===== src/rtl/bcd_serial_subtractor.sv =====
// ---------------------------------------------------------------------------
// bcd_serial_subtractor: digit-serial signed-magnitude BCD subtractor |A-B|
// Rev 1.0
// ---------------------------------------------------------------------------
`default_nettype none

module bcd_serial_subtractor #(
  parameter int DIGITS = 4
) (
  input  logic                clk,
  input  logic                rst,
  input  logic                start,
  input  logic [4*DIGITS-1:0] a,
  input  logic [4*DIGITS-1:0] b,
  output logic                busy,
  output logic                done,
  output logic [4*DIGITS-1:0] diff,
  output logic                neg,
  output logic                invalid
);

  localparam int IW = (DIGITS > 1) ? $clog2(DIGITS) : 1;

  typedef enum logic [1:0] {
    IDLE = 2'd0,
    SUB  = 2'd1,
    FIX  = 2'd2,
    DONE = 2'd3
  } state_t;

  state_t              state, state_next;
  logic [4*DIGITS-1:0] a_lat, b_lat;
  logic                borrow;
  logic [IW-1:0]       idx;
  logic                in_bad;
  logic                last;
  logic [3:0]          x_dig, y_dig, res_dig;
  logic                res_borrow;
  logic [4:0]          t, t_adj;

  always_comb begin
    in_bad = 1'b0;
    for (int i = 0; i < DIGITS; i++) begin
      if (a[4*i +: 4] > 4'd9 || b[4*i +: 4] > 4'd9) in_bad = 1'b1;
    end
  end

  assign last = (idx == IW'(DIGITS - 1));

  // FIX reuses the digit slice as 0 - diff_k - borrow (ten's complement -> magnitude).
  always_comb begin
    x_dig      = (state == FIX) ? 4'd0 : a_lat[4*idx +: 4];
    y_dig      = (state == FIX) ? diff[4*idx +: 4] : b_lat[4*idx +: 4];
    t          = {1'b0, x_dig} - {1'b0, y_dig} - {4'd0, borrow};
    t_adj      = t + 5'd10;
    res_borrow = t[4];
    res_dig    = t[4] ? t_adj[3:0] : t[3:0];
  end

  always_comb begin
    state_next = state;
    case (state)
      IDLE:    if (start) state_next = in_bad ? DONE : SUB;
      SUB:     if (last) state_next = res_borrow ? FIX : DONE;
      FIX:     if (last) state_next = DONE;
      DONE:    state_next = IDLE;
      default: state_next = IDLE;
    endcase
  end

  assign busy = (state == SUB) || (state == FIX);
  assign done = (state == DONE);

  always_ff @(posedge clk) begin
    if (rst) state <= IDLE;
    else     state <= state_next;
  end

  always_ff @(posedge clk) begin
    if (rst) begin
      a_lat   <= '0;
      b_lat   <= '0;
      diff    <= '0;
      neg     <= 1'b0;
      invalid <= 1'b0;
      borrow  <= 1'b0;
      idx     <= '0;
    end else begin
      case (state)
        IDLE: begin
          if (start) begin
            a_lat   <= a;
            b_lat   <= b;
            diff    <= '0;
            neg     <= 1'b0;
            invalid <= in_bad;
            borrow  <= 1'b0;
            idx     <= '0;
          end
        end
        SUB: begin
          diff[4*idx +: 4] <= res_dig;
          if (last) begin
            idx    <= '0;
            borrow <= 1'b0;
            neg    <= res_borrow;
          end else begin
            idx    <= idx + 1'b1;
            borrow <= res_borrow;
          end
        end
        FIX: begin
          diff[4*idx +: 4] <= res_dig;
          borrow           <= last ? 1'b0 : res_borrow;
          idx              <= last ? '0 : idx + 1'b1;
        end
        default: ;
      endcase
    end
  end

endmodule

`default_nettype wire

===== config.mk =====
export PLATFORM = sky130hd
export DESIGN_NAME = bcd_serial_subtractor
export DESIGN_NICKNAME = d
export VERILOG_FILES = /design/src/rtl/bcd_serial_subtractor.sv
export SDC_FILE = /design/constraint.sdc
export NUM_CORES = 1
export LEC_CHECK = 0
export BUFFER_PORTS_ARGS = -buffer_cell sky130_fd_sc_hd__buf_2
export CAP_MARGIN = 20
export CORE_UTILIZATION = 50
export DETAILED_ROUTE_END_ITERATION = 8
export GPL_TIMING_DRIVEN = 0
export PLACE_DENSITY_LB_ADDON = 0.15
export SLEW_MARGIN = 15
export SYNTH_ARGS = -nofsm -noshare
export SYNTH_HDL_FRONTEND = slang
export SYNTH_SLANG_ARGS = --single-unit
export TNS_END_PERCENT = 5

===== constraint.sdc =====
create_clock -name clk -period 3.6 [get_ports clk]
set_input_delay 0.72 -clock clk [delete_from_list [all_inputs] [get_ports clk]]
set_output_delay 0.72 -clock clk [all_outputs]
set_load 0.02 [all_outputs]

# ---- Word-level counts from Yosys, hierarchy flattened
# Index checks and enable logic that the tools add are counted.
dict set report word_totals {
  reg_bits 55
  output_inout_bits 20
}
dict set report op_classes {
  addsub 5
  n_eq_ne 7
  n_lt_le_gt_ge 8
  n_mux 24
  shift 5
  n_reduce_logical 13
}
# operator count
set op_table {}
lappend op_table {{$shiftx A16 B5 Y4} 3}
lappend op_table {{$neg A4 Y34} 1}
lappend op_table {{$shift A4 B34 Y16 const A} 1}
lappend op_table {{$shiftx A4 B34 Y16} 1}
lappend op_table {{$gt A4 B4 Y1 const B} 8}
lappend op_table {{$pmux W16 S2} 1}
lappend op_table {{$bwmux W16} 1}
lappend op_table {{$mux W16} 1}
lappend op_table {{$mux W2} 6}
lappend op_table {{$mux W4} 3}
lappend op_table {{$mux W1} 8}
lappend op_table {{$pmux W2 S4} 1}
lappend op_table {{$eq A2 B2 Y1 const B} 3}
lappend op_table {{$ne A2 B2 Y1 const B} 3}
lappend op_table {{$reduce_and A3 Y1} 2}
lappend op_table {{$logic_or A1 B1 Y1} 5}
lappend op_table {{$sub A4 B4 Y5} 1}
lappend op_table {{$sub A5 B1 Y5} 1}
lappend op_table {{$add A4 B4 Y4 const B} 1}
lappend op_table {{$pmux W1 S2} 2}
lappend op_table {{$pmux W2 S2} 1}
lappend op_table {{$reduce_and A2 Y1} 2}
lappend op_table {{$reduce_bool A2 Y1} 2}
lappend op_table {{$add A2 B1 Y2 const B} 1}
lappend op_table {{other kinds (3)} 3}

# ---- Logic depth before layout (Yosys ltp)
dict set report logic_depth {
  depth_word 9
  ltp_mapped 16
}

# ---- Worst setup path before layout
# Ideal clock, no wire load.
dict set report synth_path {
  kind {reg2reg}
  startpoint {reg state[0]}
  endpoint {reg diff[15]}
  setup_ns 0.125
  arrival_time_ns 3.681
  slack_ns -0.207
  t_required_ns 3.475
  stages_incl_launch_ff 16
  path_cell_list {dfxtp_1 inv_1 ha_1 clkbuf_1 mux4_2 nand2_1 nand2_1 fa_1 inv_1 fa_1 ha_1 or3_1 a21oi_1 a221oi_1 xor2_1 o21ai_1}
}
dict set report synth_via {
  elab_chain_len 9
  word_cells_on_any_way 16
  classes_between {add/sub: 3; eq/ne: 3; shift: 1; mux: 5; reduce/logical: 4}
}
# element line
set synth_rtl {}
lappend synth_rtl {{from (decl)} 31} ;# state_t state, state_next;
lappend synth_rtl {{from (signal assigned)} 76} ;# else state <= state_next;
lappend synth_rtl {{$eq A2 B2 Y1} {52, 53, 89}}
lappend synth_rtl {{$mux W4, on equally long branches} {52, 53}}
lappend synth_rtl {{$sub A4 B4 Y5} 54} ;# t = {1'b0, x_dig} - {1'b0, y_dig} - {4'd0, borrow};
lappend synth_rtl {{$sub A5 B1 Y5} 54}
lappend synth_rtl {{$add A4 B4 Y4} 55} ;# t_adj = t + 5'd10;
lappend synth_rtl {{$mux W4} 57} ;# res_dig = t[4] ? t_adj[3:0] : t[3:0];
lappend synth_rtl {{$shiftx A4 B34 Y16} {102, 113}}
lappend synth_rtl {{$bwmux W16} {102, 113}}
lappend synth_rtl {{$pmux W16 S2} 89} ;# case (state)
lappend synth_rtl {{to (signal, indexed assignment)} 102} ;# diff[4*idx +: 4] <= res_dig;
lappend synth_rtl {{to (signal, indexed assignment)} 113} ;# diff[4*idx +: 4] <= res_dig;
lappend synth_rtl {{to (decl)} 17} ;# output logic [4*DIGITS-1:0] diff,
# Several ways; a longest one is shown, not always the timed one.
# A chain may end at the register's enable or synchronous reset.

# ---- Worst setup path after layout
dict set report layout_path {
  startpoint {reg idx[0]}
  endpoint {reg diff[7]}
}
dict set report layout_via {
  elab_chain_len 9
  word_cells_on_any_way 14
  classes_between {add/sub: 4; shift: 5; mux: 5}
}
# element line
set layout_rtl {}
lappend layout_rtl {{from (decl)} 34} ;# logic [IW-1:0] idx;
lappend layout_rtl {{from (signal assigned)} 108} ;# idx <= idx + 1'b1;
lappend layout_rtl {{from (signal assigned)} 115} ;# idx <= last ? '0 : idx + 1'b1;
lappend layout_rtl {{$shiftx A16 B5 Y4, on equally long branches} {52, 53}}
lappend layout_rtl {{$mux W4, on equally long branches} {52, 53}}
lappend layout_rtl {{$sub A4 B4 Y5} 54}
lappend layout_rtl {{$sub A5 B1 Y5} 54}
lappend layout_rtl {{$add A4 B4 Y4} 55}
lappend layout_rtl {{$mux W4} 57}
lappend layout_rtl {{$shiftx A4 B34 Y16} {102, 113}}
lappend layout_rtl {{$bwmux W16 *} {102, 113}}
lappend layout_rtl {{$pmux W16 S2 *} 89}
# Mark *: on every way between the ends. The rest lies on a longest branch, timed or not.

==> metrics.yaml <==
end_kind: "flop"
power_uw: 3090
ys_ff_latch: 55
die_y_um: 77
diodes: 0
syn_to_final_growth_pct: 21.8
multiInputGateArea_mm2: 0.00166
fmax_ghz: 0.287
synthCells: 337
grt_max_degree: 17
synth_nets: 387
numCtsBuffers: 5
dp_hpwl_um: 5680
seqCellArea_mm2: 0.00110
setup_viol: 0
grt_pass1_vias: 2546
final_area_mm2: 0.00342
drive_gt1_frac: 0.248
drtPass1Iterations: 4
leakage_uw: 0.00138
peakVddDrop_mv: 0.417
grt_overflow: 0
status: "complete, no violations"
fillers: 490
ant_nets: 0
start_util: 0.534
portBuffers: 54
htreeDepth: 2
cts_tree: "done"
async_flop_share: 0
wl_um: 7700
yosysTopAreaCellShare: 0.391
cts.sinks: 55
vias_per_cell: 5.64
clkTransAtPathRegs_ns: 0.10
core_mm2: 0.00527
cts-root-buf: "clkbuf_8"
crit_arrival_ns: 3.72
skew_ns: 0.0113
gp_congestion: 0.885
period_share: 0.967
first_iter_violations: 213
placed_area_mm2: 0.00318
worst-setup-path-type: "flop to flop"
antenna_found_initial: 0
nets: 453
yosysUniqueCellTypes: 38
critPathMaxFanout: 10
synth-edff-count: 0
yosysSeqAreaShare: 0.391
avgSynthCellArea_um2: 8.35
finalSetupTns_ns: 0
slew_violations: 0
grt_pass1_wl_um: 12700
maxCapViolCount: 0
via_count: 2673
ys.flop_type: "dfxtp_1"
worst_pin_slew_ns: 0.566
crit_path_start_kind: "flop"
clockBufferDepth: 2
fp.dieW_um: 77
yosysTopAreaCell: "dfxtp_1"
post-route-min-period_ns: 3.48
ys_warn_count: 0
final_hold_viol_count: 0
ios: 55
p_per_area_mw_per_mm2: 903
synth_area_leaders: "dfxtp_1 39%, nand2_1 13%, mux4_2 9.6%"
hold_class: "flop to flop"
drc: 0
wl_per_cell_um: 16.2
synthesis.area_mm2: 0.00281
clk_latency_ns: 0.31
cp.required_ns: 3.84
grtUsageTotal: 0.276
fp-row-count: 26
timing.slew.headroom: 0.622
design.die.area_mm2: 0.00593
cts_hold_buf: 0
registers in the layout, indices dropped and copies added, names as in the netlist:
signal	cells
a_lat	16
b_lat	16
diff	16
idx	2
state	2
borrow	1
invalid	1
neg	1
worst paths after layout:
| path | start | endpoint | slack, ns | cells after the start |
|---|---|---|---|---|
| setup reg to reg | idx[0] | diff[7] | 0.12 | 15 |
| setup / recovery | idx[0] | diff[7] | 0.12 | 15 |
| hold reg to reg | b_lat[11] | b_lat[11] | 0.46 | 2 |
| hold / removal | b_lat[11] | b_lat[11] | 0.46 | 2 |
cell usage after synthesis (2+ instances only):
cell type	number
dfxtp_1	55
nand4b_1	2
o21ai_1	10
fa_1	2
a211oi_1	2
o21ai_0	13
a211o_1	3
nor2_1	13
xor2_1	3
a21o_1	2
clkbuf_1	15
inv_1	11
mux2i_1	2
a21oi_1	46
nand4_1	4
mux4_2	12
or3_1	2
nand2b_1	11
a32oi_1	2
ha_1	13
buf_1	2
nand2_1	94
nor3b_1	3
layout by cell type (no fill, tap or decap), types with 2 or more instances in the layout:
cell type	count
nand2_1	94
buf_2	54
dfxtp_1	52
a21oi_1	45
clkbuf_1	13
o21ai_0	13
nor2_1	13
mux4_2	12
nand2b_1	11
ha_1	11
o21ai_1	10
inv_1	9
buf_4	6
clkbuf_8	5
nand4_1	4
nor3b_1	3
a211o_1	3
dfxtp_2	3
inv_2	2
buf_1	2
a21o_1	2
nand4b_1	2
xor2_1	2
a32oi_1	2
a211oi_1	2
fa_2	2
ha_4	2
bufinv_16	2
worst max-delay path, stage by stage (launching register included):
cell,delay (ns)
dfxtp_2,0.37
buf_6,0.17
buf_8,0.16
mux4_2,0.49
nand2_1,0.08
nand2_1,0.07
fa_2,0.36
inv_2,0.09
fa_2,0.47
ha_4,0.18
or3_4,0.33
a21oi_2,0.15
a221oi_2,0.06
xor2_1,0.15
buf_4,0.16
o21ai_1,0.12
where the power goes:
part	switching [uW]	total (uW)	internal [uW]
Sequential	76.2	789	713
Clock	206	484	278
Combinational	1070	1820	747
Total	1360	3090	1740
metrics by stage:
stage          hold WS (ns)  worst slack, ns  instances   util
6_report              0.458            0.118        474  0.650
3_5_place_dp          0.448           -0.396        461  0.603
2_1_floorplan         0.433           0.0194        337      -
4_1_cts               0.461          0.00945        472  0.642
3_3_place_gp          0.440           -0.299        461  0.603
5_1_grt               0.474          -0.0105        474  0.650
layout make-up:
class                      count  share of cell area
multi-input combinational    253               0.484
sequential                    55               0.323
timing repair buffer          60              0.0921
tap                           70              0.0256
buffer                        17              0.0245
clock buffer                   6              0.0212
clock inverter                 2              0.0175
inverter                      11              0.0121
routing by layer:
metal / routed length (um) / part of all wire / track usage
met1: 3300 / 0.43 / 0.356
met2: 3740 / 0.49 / 0.455
met3: 570 / 0.074 / 0.0571
met4: 88 / 0.011 / 0.102
met5: 0 / 0 / 0
cells by family after synthesis:
| group | Yosys count | synth area share |
|---|---|---|
| buffers and inverters | 29 | 0.0414 |
| flip-flops | 55 | 0.391 |
| XOR/XNOR | 4 | 0.0125 |
| AO/OA/AOI/OAI | 83 | 0.164 |
| adder cells (fa/ha/maj) | 15 | 0.0721 |
| AND/OR/NAND/NOR | 137 | 0.215 |
| multiplexers | 14 | 0.103 |
repair_timing:
action / 4_1_cts / 5_1_grt
setup buffers: 3 / 3
pin swaps: 2 / 2
endpoints found under the setup margin: 13 / 8
cloned: 0 / 0
gates resized for setup: 12 / 11
(Power assumes the default switching activity.)
